File: config.mk
export PLATFORM = sky130hd
export DESIGN_NAME = seg7_scan_ctrl_flat
export DESIGN_NICKNAME = d
export VERILOG_FILES = /design/src/rtl/seg7_scan_if.sv /design/src/rtl/seg7_scan_ctrl.sv /design/src/flat_wrapper.sv
export SDC_FILE = /design/constraint.sdc
export NUM_CORES = 1
export LEC_CHECK = 0
export ABC_AREA = 1
export CORE_AREA = 4 4 76 106
export CTS_BUF_LIST = sky130_fd_sc_hd__clkbuf_8 sky130_fd_sc_hd__clkbuf_16
export DETAILED_ROUTE_END_ITERATION = 12
export DIE_AREA = 0 0 80 110
export PLACE_DENSITY = 0.78
export REMOVE_ABC_BUFFERS = 1
export SLEW_MARGIN = 10
export SYNTH_ARGS = -nofsm -noshare
export SYNTH_HDL_FRONTEND = slang
export SYNTH_SLANG_ARGS = --single-unit
export TNS_END_PERCENT = 100
File: constraint.sdc
create_clock -name clk -period 1.82 [get_ports clk]
set_input_delay 0.182 -clock clk [delete_from_list [all_inputs] [get_ports clk]]
set_output_delay 0.182 -clock clk [all_outputs]
set_load 0.1 [all_outputs]
File: src/rtl/seg7_scan_if.sv
// Bus between the system/board side and the 7-segment scan controller.
// Carries the display load path, the shared-decoder round trip and the
// display pins. The controller connects through the slave modport.
interface seg7_scan_if #(
  parameter int NUM_DIGITS = 4
);
  logic                    en;
  logic                    load;
  logic [4*NUM_DIGITS-1:0] data;
  logic [NUM_DIGITS-1:0]   dp_in;
  logic [3:0]              dec_din;
  logic [6:0]              dec_dout;
  logic [6:0]              seg;
  logic                    dp;
  logic [NUM_DIGITS-1:0]   an;
  logic                    frame_done;

  modport master (
    output en, load, data, dp_in, dec_dout,
    input  dec_din, seg, dp, an, frame_done
  );

  modport slave (
    input  en, load, data, dp_in, dec_dout,
    output dec_din, seg, dp, an, frame_done
  );
endinterface

File: src/rtl/seg7_scan_ctrl.sv
// Time-multiplexed scan controller for an N-digit common-anode 7-segment
// display. One external combinational hex decoder is shared by all digits:
// the controller presents the current digit's nibble on dec_din and
// registers dec_dout during the BLANK gap, so the pattern is settled before
// the digit is lit. Display data is double-buffered (staging -> shadow) and
// the shadow only changes at frame boundaries or while idle.
// Optional feature macro: LEADING_ZERO_BLANK_EN (suppresses leading zeros).
module seg7_scan_ctrl #(
  parameter int NUM_DIGITS = 4,
  parameter int DIV        = 50000,
  parameter int DEAD       = 16
) (
  input  logic         clk,
  input  logic         rst_n,
  seg7_scan_if.slave   bus
);

  localparam int MAXC = (DIV > DEAD) ? DIV : DEAD;
  localparam int CW   = $clog2(MAXC + 1);
  localparam int IW   = $clog2(NUM_DIGITS);

  localparam logic [CW-1:0] DIV_LAST  = CW'(DIV - 1);
  localparam logic [CW-1:0] DEAD_LAST = CW'(DEAD - 1);
  localparam logic [IW-1:0] IDX_LAST  = IW'(NUM_DIGITS - 1);

  typedef enum logic [1:0] {
    IDLE  = 2'd0,
    BLANK = 2'd1,
    SHOW  = 2'd2
  } state_t;

  // Scan state and registered display outputs
  state_t                  r_state;
  logic [IW-1:0]           r_idx;
  logic [CW-1:0]           r_cnt;
  logic [6:0]              r_seg;
  logic                    r_dp;
  logic [NUM_DIGITS-1:0]   r_an;
  logic                    r_frame_done;

  // Double buffer: staging collects loads, shadow feeds the display
  logic [4*NUM_DIGITS-1:0] r_stg_data;
  logic [NUM_DIGITS-1:0]   r_stg_dp;
  logic                    r_pending;
  logic [4*NUM_DIGITS-1:0] r_shd_data;
  logic [NUM_DIGITS-1:0]   r_shd_dp;

  logic [CW-1:0]           w_cnt_inc;
  logic                    w_blank;
  logic [NUM_DIGITS-1:0]   w_an_show;
  logic [6:0]              w_seg_next;
  logic                    w_dp_next;
  logic                    w_commit;

  assign w_cnt_inc = r_cnt + CW'(1);

`ifdef LEADING_ZERO_BLANK_EN
  logic [NUM_DIGITS-1:0]   w_lz;
  logic                    w_zero_run;

  // Digit k (k>0) is a leading zero when it and every higher digit are zero
  // with no decimal point; scan from the top digit down.
  always_comb begin
    // NOTE: every variable gets a default before the loop so no path leaves
    // it unassigned (otherwise a latch is inferred); blocking '=' is right
    // here because w_zero_run carries a value from one iteration to the next.
    w_lz       = '0;
    w_zero_run = 1'b1;
    for (int k = NUM_DIGITS - 1; k > 0; k--) begin
      w_zero_run = w_zero_run && (r_shd_data[4*k +: 4] == 4'h0) && !r_shd_dp[k];
      w_lz[k]    = w_zero_run;
    end
  end

  assign w_blank = w_lz[r_idx];
`else
  assign w_blank = 1'b0;
`endif

  // What the current digit should look like once its SHOW slot starts
  assign w_an_show  = w_blank ? '1 : ~(NUM_DIGITS'(1) << r_idx);
  assign w_seg_next = w_blank ? 7'h00 : bus.dec_dout;
  assign w_dp_next  = w_blank ? 1'b0 : r_shd_dp[r_idx];

  // Shadow may be refreshed at the end of a frame or at any time while idle,
  // so the first frame after enabling already shows fresh data.
  assign w_commit = r_frame_done || (r_state == IDLE);

  // Scan FSM: BLANK (load seg) -> SHOW (light digit) per digit, outputs registered
  always_ff @(posedge clk or negedge rst_n) begin
    if (!rst_n) begin
      r_state      <= IDLE;
      r_idx        <= '0;
      r_cnt        <= '0;
      r_an         <= '1;
      r_seg        <= '0;
      r_dp         <= 1'b0;
      r_frame_done <= 1'b0;
    end else if (!bus.en) begin
      // NOTE: state registers use non-blocking '<=' so every flop samples the
      // pre-edge values of the others, matching real hardware.
      r_state      <= IDLE;
      r_idx        <= '0;
      r_cnt        <= '0;
      r_an         <= '1;
      r_seg        <= '0;
      r_dp         <= 1'b0;
      r_frame_done <= 1'b0;
    end else begin
      unique case (r_state)
        IDLE: begin
          r_state      <= BLANK;
          r_idx        <= '0;
          r_cnt        <= '0;
          r_an         <= '1;
          r_frame_done <= 1'b0;
        end
        BLANK: begin
          r_seg <= w_seg_next;
          r_dp  <= w_dp_next;
          if (r_cnt == DEAD_LAST) begin
            r_state      <= SHOW;
            r_cnt        <= '0;
            r_an         <= w_an_show;
            r_frame_done <= (r_idx == IDX_LAST) && (DIV_LAST == '0);
          end else begin
            r_cnt <= w_cnt_inc;
          end
        end
        SHOW: begin
          if (r_cnt == DIV_LAST) begin
            r_state      <= BLANK;
            r_cnt        <= '0;
            r_an         <= '1;
            r_frame_done <= 1'b0;
            r_idx        <= (r_idx == IDX_LAST) ? '0 : r_idx + IW'(1);
          end else begin
            r_cnt        <= w_cnt_inc;
            r_frame_done <= (r_idx == IDX_LAST) && (w_cnt_inc == DIV_LAST);
          end
        end
        default: begin
          r_state <= IDLE;
        end
      endcase
    end
  end

  // Load path: capture into staging, move to shadow at frame end / when idle;
  // a load on a commit cycle goes straight to shadow and drops any pending one.
  always_ff @(posedge clk or negedge rst_n) begin
    if (!rst_n) begin
      // NOTE: the buffers are plain registers, not a RAM, so they are reset
      // to guarantee a "0" display after reset rather than random segments.
      r_stg_data <= '0;
      r_stg_dp   <= '0;
      r_pending  <= 1'b0;
      r_shd_data <= '0;
      r_shd_dp   <= '0;
    end else if (w_commit) begin
      if (bus.load) begin
        r_shd_data <= bus.data;
        r_shd_dp   <= bus.dp_in;
      end else if (r_pending) begin
        r_shd_data <= r_stg_data;
        r_shd_dp   <= r_stg_dp;
      end
      r_pending <= 1'b0;
    end else if (bus.load) begin
      r_stg_data <= bus.data;
      r_stg_dp   <= bus.dp_in;
      r_pending  <= 1'b1;
    end
  end

  assign bus.dec_din    = r_shd_data[{r_idx, 2'b00} +: 4];
  assign bus.seg        = r_seg;
  assign bus.dp         = r_dp;
  assign bus.an         = r_an;
  assign bus.frame_done = r_frame_done;

endmodule

File: src/flat_wrapper.sv
// flat-port wrapper written by rule: the top's interface ports become plain ports
module seg7_scan_ctrl_flat 
#(
  parameter int NUM_DIGITS = 4,
  parameter int DIV        = 50000,
  parameter int DEAD       = 16
)
  (clk, rst_n, bus_en, bus_load, bus_data, bus_dp_in, bus_dec_dout, bus_dec_din, bus_seg, bus_dp, bus_an, bus_frame_done);
  seg7_scan_if #(.NUM_DIGITS(NUM_DIGITS)) bus_i ();
  input  logic clk;
  input  logic rst_n;
  input wire logic [$bits(bus_i.en)-1:0] bus_en;
  input wire logic [$bits(bus_i.load)-1:0] bus_load;
  input wire logic [$bits(bus_i.data)-1:0] bus_data;
  input wire logic [$bits(bus_i.dp_in)-1:0] bus_dp_in;
  input wire logic [$bits(bus_i.dec_dout)-1:0] bus_dec_dout;
  output wire logic [$bits(bus_i.dec_din)-1:0] bus_dec_din;
  output wire logic [$bits(bus_i.seg)-1:0] bus_seg;
  output wire logic [$bits(bus_i.dp)-1:0] bus_dp;
  output wire logic [$bits(bus_i.an)-1:0] bus_an;
  output wire logic [$bits(bus_i.frame_done)-1:0] bus_frame_done;
  assign bus_i.en = bus_en;
  assign bus_i.load = bus_load;
  assign bus_i.data = bus_data;
  assign bus_i.dp_in = bus_dp_in;
  assign bus_i.dec_dout = bus_dec_dout;
  assign bus_dec_din = bus_i.dec_din;
  assign bus_seg = bus_i.seg;
  assign bus_dp = bus_i.dp;
  assign bus_an = bus_i.an;
  assign bus_frame_done = bus_i.frame_done;
  seg7_scan_ctrl #(.NUM_DIGITS(NUM_DIGITS), .DIV(DIV), .DEAD(DEAD)) u_core (.clk(clk), .rst_n(rst_n), .bus(bus_i));
endmodule
[Word-level counts from Yosys, hierarchy flattened]
Cells that the tools add are included.
W data, S select, Z words.
Storage, ports and cells
  register bits: 74
  bits of input ports: 31
  output and inout bits: 17
Cells by class
  add/sub/neg operators: 2
  $lt $le $gt $ge: 1
  eq/ne operators: 11
  shift-type cells: 2
  multiplexer cells: 32
  bitwise gates (word level): 2
  reductions and logical operators: 11
Operators with widths (number)
  $mux W16: 5
  $pmux W16 S3: 1
  $eq A16 B16 Y1 const B: 2
  $mux W4: 5
  $add A16 B1 Y16 const B: 1
  $eq A16 B4 Y1 const B: 1
  $shiftx A16 B5 Y4: 1
  $mux W7: 2
  $mux W2: 6
  $pmux W4 S3: 1
  $reduce_and A2 Y1: 5
  $mux W1: 8
  $ne A3 B2 Y1 const B: 2
  $pmux W2 S3: 1
  $eq A2 B2 Y1 const B: 2
  $ne A4 B1 Y1 const B: 1
  $not A4 Y4: 1
  $pmux W2 S2: 1
  $reduce_bool A2 Y1: 2
  $shl A1 B2 Y4 const A: 1
  $lt A2 B3 Y1 const B: 1
  $ne A3 B1 Y1 const B: 1
  $pmux W1 S3: 1
  $reduce_and A3 Y1: 1
  other kinds (8): 8

[Depth between registers and ports, before layout]
Gate-level depths: netlist of run 1.
  depth after elaboration: 6
  depth in mapped cells: 10
  gate-level depth less buffers: 10

[Least setup slack after synthesis of run 1]
Ideal clock, no wire load.
  kind: reg2out
  start point: reg u_core.r_idx[0]
  end point: out bus_dec_din[0]
  data arrival time: 2242 ps
  path slack: -604 ps
  cell stages (with the launch flop): 4
  buffers on the path: 1
  cell sequence: dfrtp_1 -> clkbuf_1 -> o21ai_0 -> o22ai_1
Between the ends
  cells in the longest elaborated chain, start to end: 1
Ends and longest elaborated chain
  from (decl): line seg7_scan_ctrl.sv:34  | logic [IW-1:0] r_idx;
  from (signal assigned): line seg7_scan_ctrl.sv:136  | r_idx <= (r_idx == IDX_LAST) ? '0 : r_idx + IW'(1);
  $shiftx A16 B5 Y4: line seg7_scan_ctrl.sv:176  | assign bus.dec_din = r_shd_data[{r_idx, 2'b00} +: 4];
  to (decl): line flat_wrapper.sv:17  | output wire logic [$bits(bus_i.dec_din)-1:0] bus_dec_din;
Every way passes these cells.

[Worst setup path in the final report of run 1]
  start point: reg u_core.r_idx[0]
  end point: out bus_dec_din[1]
The elaborated chain is that of the path after synthesis.

==> results of run 1 <==
## layout make-up
cell class                      count  area (sq um)
Clock buffer                       11         151.4
Clock inverter                      4         67.56
Fill cell                         573          2148
Inverter                           38         150.1
Multi-Input combinational cell    314          1828
Sequential cell                    74          1857
Tap cell                           95         118.9
Timing Repair Buffer               64         705.7
## metal layers
layer / vias up / wire length, um / global-route usage
li1: 1583 / - / -
met1: 1535 / 3499 / 0.2487
met2: 63 / 4954 / 0.4011
met3: 6 / 348 / 0.05528
met4: 0 / 89 / 0.07729
met5: - / 0 / 0
## worst max-delay path by stage
stage | startpoint | to | slack (ps) | cells past startpoint
after floorplan | u_core.bus.frame_done | u_core.r_shd_dp[2] | -880 | 4
after global placement | bus_en | u_core.bus.an[3] | 140 | 8
after detailed placement | bus_en | u_core.bus.an[1] | 90 | 8
after CTS | u_core.r_idx[0] | bus_dec_din[3] | 10 | 4
after global routing | u_core.r_idx[0] | bus_dec_din[3] | -10 | 4
final | u_core.r_idx[0] | bus_dec_din[1] | 100 | 4
## cells by family after synthesis
family | after synthesis | share of synthesized area
xor+xnor | 1 | 0.002269
buf+inv | 52 | 0.05671
compound gates | 77 | 0.1384
fa+ha+maj | 10 | 0.03240
simple gates | 207 | 0.2340
mux | 19 | 0.05541
flops | 74 | 0.4809
## sequential cells by signal (all words and copies together) (netlist names)
name	flops
u_core.bus.an	4
u_core.bus.dp	1
u_core.bus.frame_done	1
u_core.bus.seg	7
u_core.r_cnt	16
u_core.r_idx	2
u_core.r_pending	1
u_core.r_shd_data	16
u_core.r_shd_dp	4
u_core.r_state	2
u_core.r_stg_data	16
u_core.r_stg_dp	4
## cell usage in the layout, fill, tap and decap left out, types with 4 or more instances in the layout
master / synthesis / layout
o22ai_2: 9 / 13
nor2_4: 4 / 4
o21ai_0: 28 / 27
nand3_1: 14 / 14
inv_1: 32 / 33
clkdlybuf4s50_1: 0 / 29
mux2_2: 19 / 19
nand2_2: 5 / 5
buf_4: 0 / 22
nand4_1: 8 / 8
ha_1: 10 / 9
a22o_1: 7 / 7
nand2_1: 113 / 113
clkbuf_8: 0 / 11
a31oi_1: 19 / 19
buf_12: 1 / 12
dfstp_2: 4 / 4
dfrtp_1: 70 / 70
inv_2: 3 / 4
nor2_2: 3 / 6
nor2_1: 53 / 50
## per-stage QoR
| stage | setup WS (ps) | setup TNS (ps) | cells |
|---|---|---|---|
| floorplan | -875.8 | -23630 | 426 |
| global placement | 138.6 | 0 | 578 |
| global route | -13.71 | -13.71 | 600 |
| finish | 96.47 | 0 | 600 |
| detailed placement | 87.18 | 0 | 578 |
| CTS | 12.34 | 0 | 594 |
## what timing repair did
action,in CTS,in global routing
hold endpoints to repair,33,0
endpoints found under the setup margin,4,12
hold buffers,1,0
resized for setup,4,8
setup buffers,0,6
## power breakdown
part | internal [W] | leakage, nW | switching [W]
sequential | 0.00227 | 0.916 | 0.000337
clock | 0.000830 | 0.118 | 0.000584
combinational | 0.00135 | 1.11 | 0.00223
==> run summary, run 1 <==
Status -> completed
Max Freq -> 580.2 MHz
Reg2Reg Capture Point -> u_core.r_cnt[9]
Most common cell in the netlist -> nand2_1
DIE AREA -> 8800 sq um
Rows -> 36
Global-route wire length before repair -> 14,790 um
1st-iter DRT viols -> 182
Worst Path Buf+Inv -> 2
Pwr Total -> 0.007601 W
Hold WC Path Type -> in2async
P per Cell Area -> 1558 nW/um^2
WP data arrival -> 1540 ps
Clock Path Buffers -> 2
Worst skew pair latency -> 360 ps
CTS tree -> done
Clock transition at path regs -> 80 ps
Vias/cell -> 5.312
Vias -> 3,187
Worst r2r path cells -> 9
Total gr overflow -> 0
Crit path launch type -> flip-flop
Slew Viols, Final -> 0
Mapped Avg Cell Area -> 8.775 sq um
Total track usage -> 0.2206
Endpoint class of the critical path -> output port
Hold slack -> 316.1 ps
DRT Wirelength -> 8892 um
Synth top area share -> 0.4537
Area leader, netlist -> dfrtp_1
DRC -> 0
CP max stage cell -> dfrtp_1
Port Buffers -> 47
Area contributors post-synth -> dfrtp_1 45%, nand2_1 11%, mux2_2 5.5%, nor2_1 5.2%, o21ai_0 3.6%
Vias in the first global route -> 3,228
Crit-path max FO -> 11
Routed wire per std cell -> 14.82 um
Fin Clk Skew -> 13.09 ps
Synth Instances -> 440
N_diodes -> 0
Setup violators final -> 0
Ys flop type -> dfrtp_1
Root Buffer -> clkbuf_8
Detailed placement HPWL -> 6499 um
RSZ-0062 raised after global routing -> yes
Ys async rst share -> 1.000
Max-cap viol count -> 0
Final instance area -> 4878 sq um
Final hold vios -> 0
Placed cell areas -> 4544 sq um
Data required time of the worst path -> 1640 ps
Ys Warns -> 0
Largest net degree at the start of global routing -> 42
Crit Path Category -> reg2out
Initial antenna violation count -> 0
CP max stage delay -> 390 ps
Register area share after synthesis -> 0.4809
Routed Antenna Nets -> 0
Crit path cell chain -> clkinvlp_4 > o21ai_0 > o22ai_2 > buf_12
Die Y -> 110 um
Top Ports -> 48
First-pass DRT Iterations -> 4
Yosys reg bits -> 74
Worst-Margin Slew -> 471.9 ps
Most common library cells after synthesis -> 113 x nand2_1, 70 x dfrtp_1, 53 x nor2_1
EDFF count, synth -> 0
Final #Nets -> 542
CP top delay family -> buffers and inverters
Proportion of layout cells with a drive suffix above 1 -> 0.2238
VDD IR max -> 0.001361 V
R2r setup slk -> 180 ps
Synthesized area -> 3861 sq um
Final worst path period need -> 1724 ps
Die Span X -> 80 um
Initial Utilization -> 0.5495
R2R Path Start -> u_core.r_state[1]
Synth-to-layout area growth -> 26.34%
Fin crit share -> 0.9470
Inserted Clock Buffers -> 9
Slew HR -> 0.6854
H-tree Lvls -> 3
Synth cell types -> 36
Post-layout util -> 0.6943
GPL Wtd Cong -> 0.8922
Core area -> 7027 sq um
Clock sinks -> 74
Leak -> 2.140 nW
No activity file was read; power rests on OpenSTA's default activity.
==> inputs of run 2 (changes only) <==
--- a/config.mk
+++ b/config.mk
@@ -10,6 +10,7 @@
 export CTS_BUF_LIST = sky130_fd_sc_hd__clkbuf_8 sky130_fd_sc_hd__clkbuf_16
 export DETAILED_ROUTE_END_ITERATION = 12
 export DIE_AREA = 0 0 80 110
+export GPL_TIMING_DRIVEN = 0
 export PLACE_DENSITY = 0.78
 export REMOVE_ABC_BUFFERS = 1
 export SLEW_MARGIN = 10
==> run 2 against run 1 <==
  * First-iteration DRC count is 24% higher
  * Sequential share of layout area is 0.37 points higher
  * Clock power is 9.9% higher
  * Sequential power hardly changed
  * Global-route usage is 1.2 points lower
  * Total power is 1.5% lower
  * Critical path depth is 3 lower
  * Register-to-register slack worse by 70 ps
  * Sequential cell count stayed put
  * Worst hold slack worse by 78 ps
  * Critical path type unchanged
==> run summary, run 2 (same netlist as run 1, synthesis figures left out) <==
Crit path cell chain -> dlygate4sd2_1
VDD IR max -> 0.001327 V
Vias/cell -> 5.312
Clock Path Buffers -> 2
H-tree Lvls -> 3
Worst-Margin Slew -> 979.2 ps
Setup_tns -> 0 ps
Setup violators final -> 0
GR Util met3 -> 0.03902
Most frequent cells in the layout -> 112 x nand2_1, 68 x dfrtp_1, 50 x nor2_1
1st-iter DRT viols -> 226
Initial antenna violation count -> 0
Hold WC Path Type -> in2async
GPL Wtd Cong -> 0.8962
Slew Viols, Final -> 0
Worst skew pair latency -> 360 ps
Vias -> 3,198
Proportion of layout cells with a drive suffix above 1 -> 0.2170
Crit Path Category -> reg2out
Data required time of the worst path -> 1640 ps
Worst Path Buf+Inv -> 1
CP Depth -> 1
Clock sinks -> 74
Leak -> 2.132 nW
R2R Path Start -> u_core.r_state[0]
Inserted Clock Buffers -> 9
P per Cell Area -> 1548 nW/um^2
Synth-to-layout area growth -> 25.31%
CTS tree -> done
Most common cell after layout, fill and taps aside -> nand2_1
WP data arrival -> 1590 ps
Crit path launch type -> flip-flop
Final hold vios -> 0
Rows -> 36
Routed wire per std cell -> 14.53 um
Worst Setup SP -> u_core.bus.seg[0]
Crit-path max FO -> 2
Vias in the first global route -> 3,164
N_diodes -> 0
Root Buffer -> clkbuf_8
Final worst path period need -> 1770 ps
First-pass DRT Iterations -> 4
CP max stage delay -> 870 ps
Total gr overflow -> 0
Status -> completed
GRT met1 Usage -> 0.2411
Final #Nets -> 544
Fin crit share -> 0.9724
Global-route wire length before repair -> 14,220 um
Port Buffers -> 47
Routed Antenna Nets -> 0
Routing usage on met2 -> 0.3744
Die Span X -> 80 um
Max Freq -> 565.1 MHz
Gr busiest metal -> met2
Worst r2r path cells -> 5
CP top delay family -> buffers and inverters
CP max stage cell -> dlygate4sd2_1
Detailed placement HPWL -> 6038 um
Initial Utilization -> 0.5495
Endpoint class of the critical path -> output port
Final setup margin -> 50.30 ps
Clock transition at path regs -> 80 ps
Pre-CTS WS -> -824.0 ps
Total track usage -> 0.2083
Die Y -> 110 um
Largest net degree at the start of global routing -> 58
Top Ports -> 48
Max-cap viol count -> 0
DIE AREA -> 8800 sq um
Slew HR -> 0.3498
DRT Wirelength -> 8750 um
DRC -> 0
Fin Clk Skew -> 6.865 ps
Fillers -> 588
Regs by FF count -> u_core.r_cnt x16, u_core.r_shd_data x16, u_core.r_stg_data x16
Core area -> 7027 sq um
-- run 2: cell count changes in the layout (fill, tap and decap cells not counted), moves of 3 or more --
cell             change
buf_12              -11
dlygate4sd2_1        +8
buf_4                -5
clkdlybuf4s15_2      +5
o22ai_1              +4
o22ai_2              -4
buf_6                +3
inv_1                -3
inv_4                +3
nor2_4               +3
-- run 2: path summary, 6_finish.rpt --
path                       slack (ps)                    to
setup / recovery                   50            bus_seg[0]
hold reg to reg                   480      u_core.bus.an[1]
max in group asynchronous        1000      u_core.bus.an[2]
setup reg to reg                  110  u_core.r_stg_data[2]
min in group clk                  420  u_core.r_shd_data[4]
hold / removal                    240       u_core.r_cnt[3]
-- run 2: per-stage QoR --
step | hold slack, ps | instance area (sq um) | total power [W] | cells | utilization
finish | 237.9 | 4838 | 0.007488 | 602 | 0.6886
global route | 253.5 | 4838 | 0.007909 | 602 | 0.6886
CTS | 240.1 | 4753 | 0.007433 | 593 | 0.6765
detailed placement | 77.85 | 4407 | 0.005751 | 569 | 0.6271
global placement | 468.7 | 4374 | 0.005633 | 568 | 0.6225
floorplan | -113.6 | 3785 | 0.004971 | 426 | -
-- run 2: timing repair --
action,CTS,global route
setup buffers,7,9
cloned,1,0
hold endpoints to repair,17,0
hold buffers,1,0
endpoints found under the setup margin,77,40
gates resized for setup,62,10
pin swaps,1,2
-- run 2: routing by layer --
metal,up-vias,share of wire
met2,65,0.55
met1,1526,0.39
met5,-,0
met3,15,0.043
met4,0,0.020
li1,1592,-
-- run 2: report_power, final --
group          internal, W  total, W  leakage, nW  switching, W
registers          0.00227   0.00258        0.913      0.000317
clock network     0.000910   0.00155        0.116      0.000644
logic              0.00110   0.00335         1.10       0.00225
total              0.00428   0.00749         2.13       0.00321
-- run 2: final cells by class --
cell class                 instances  area (sq um)  area share
inverter                          38         156.4     0.03232
timing repair buffer              65         630.6      0.1303
multi-input combinational        315          1834      0.3791
clock inverter                     6         115.1     0.02379
clock buffer                       9         123.9     0.02560
tap                               95         118.9     0.02457
sequential                        74          1859      0.3843
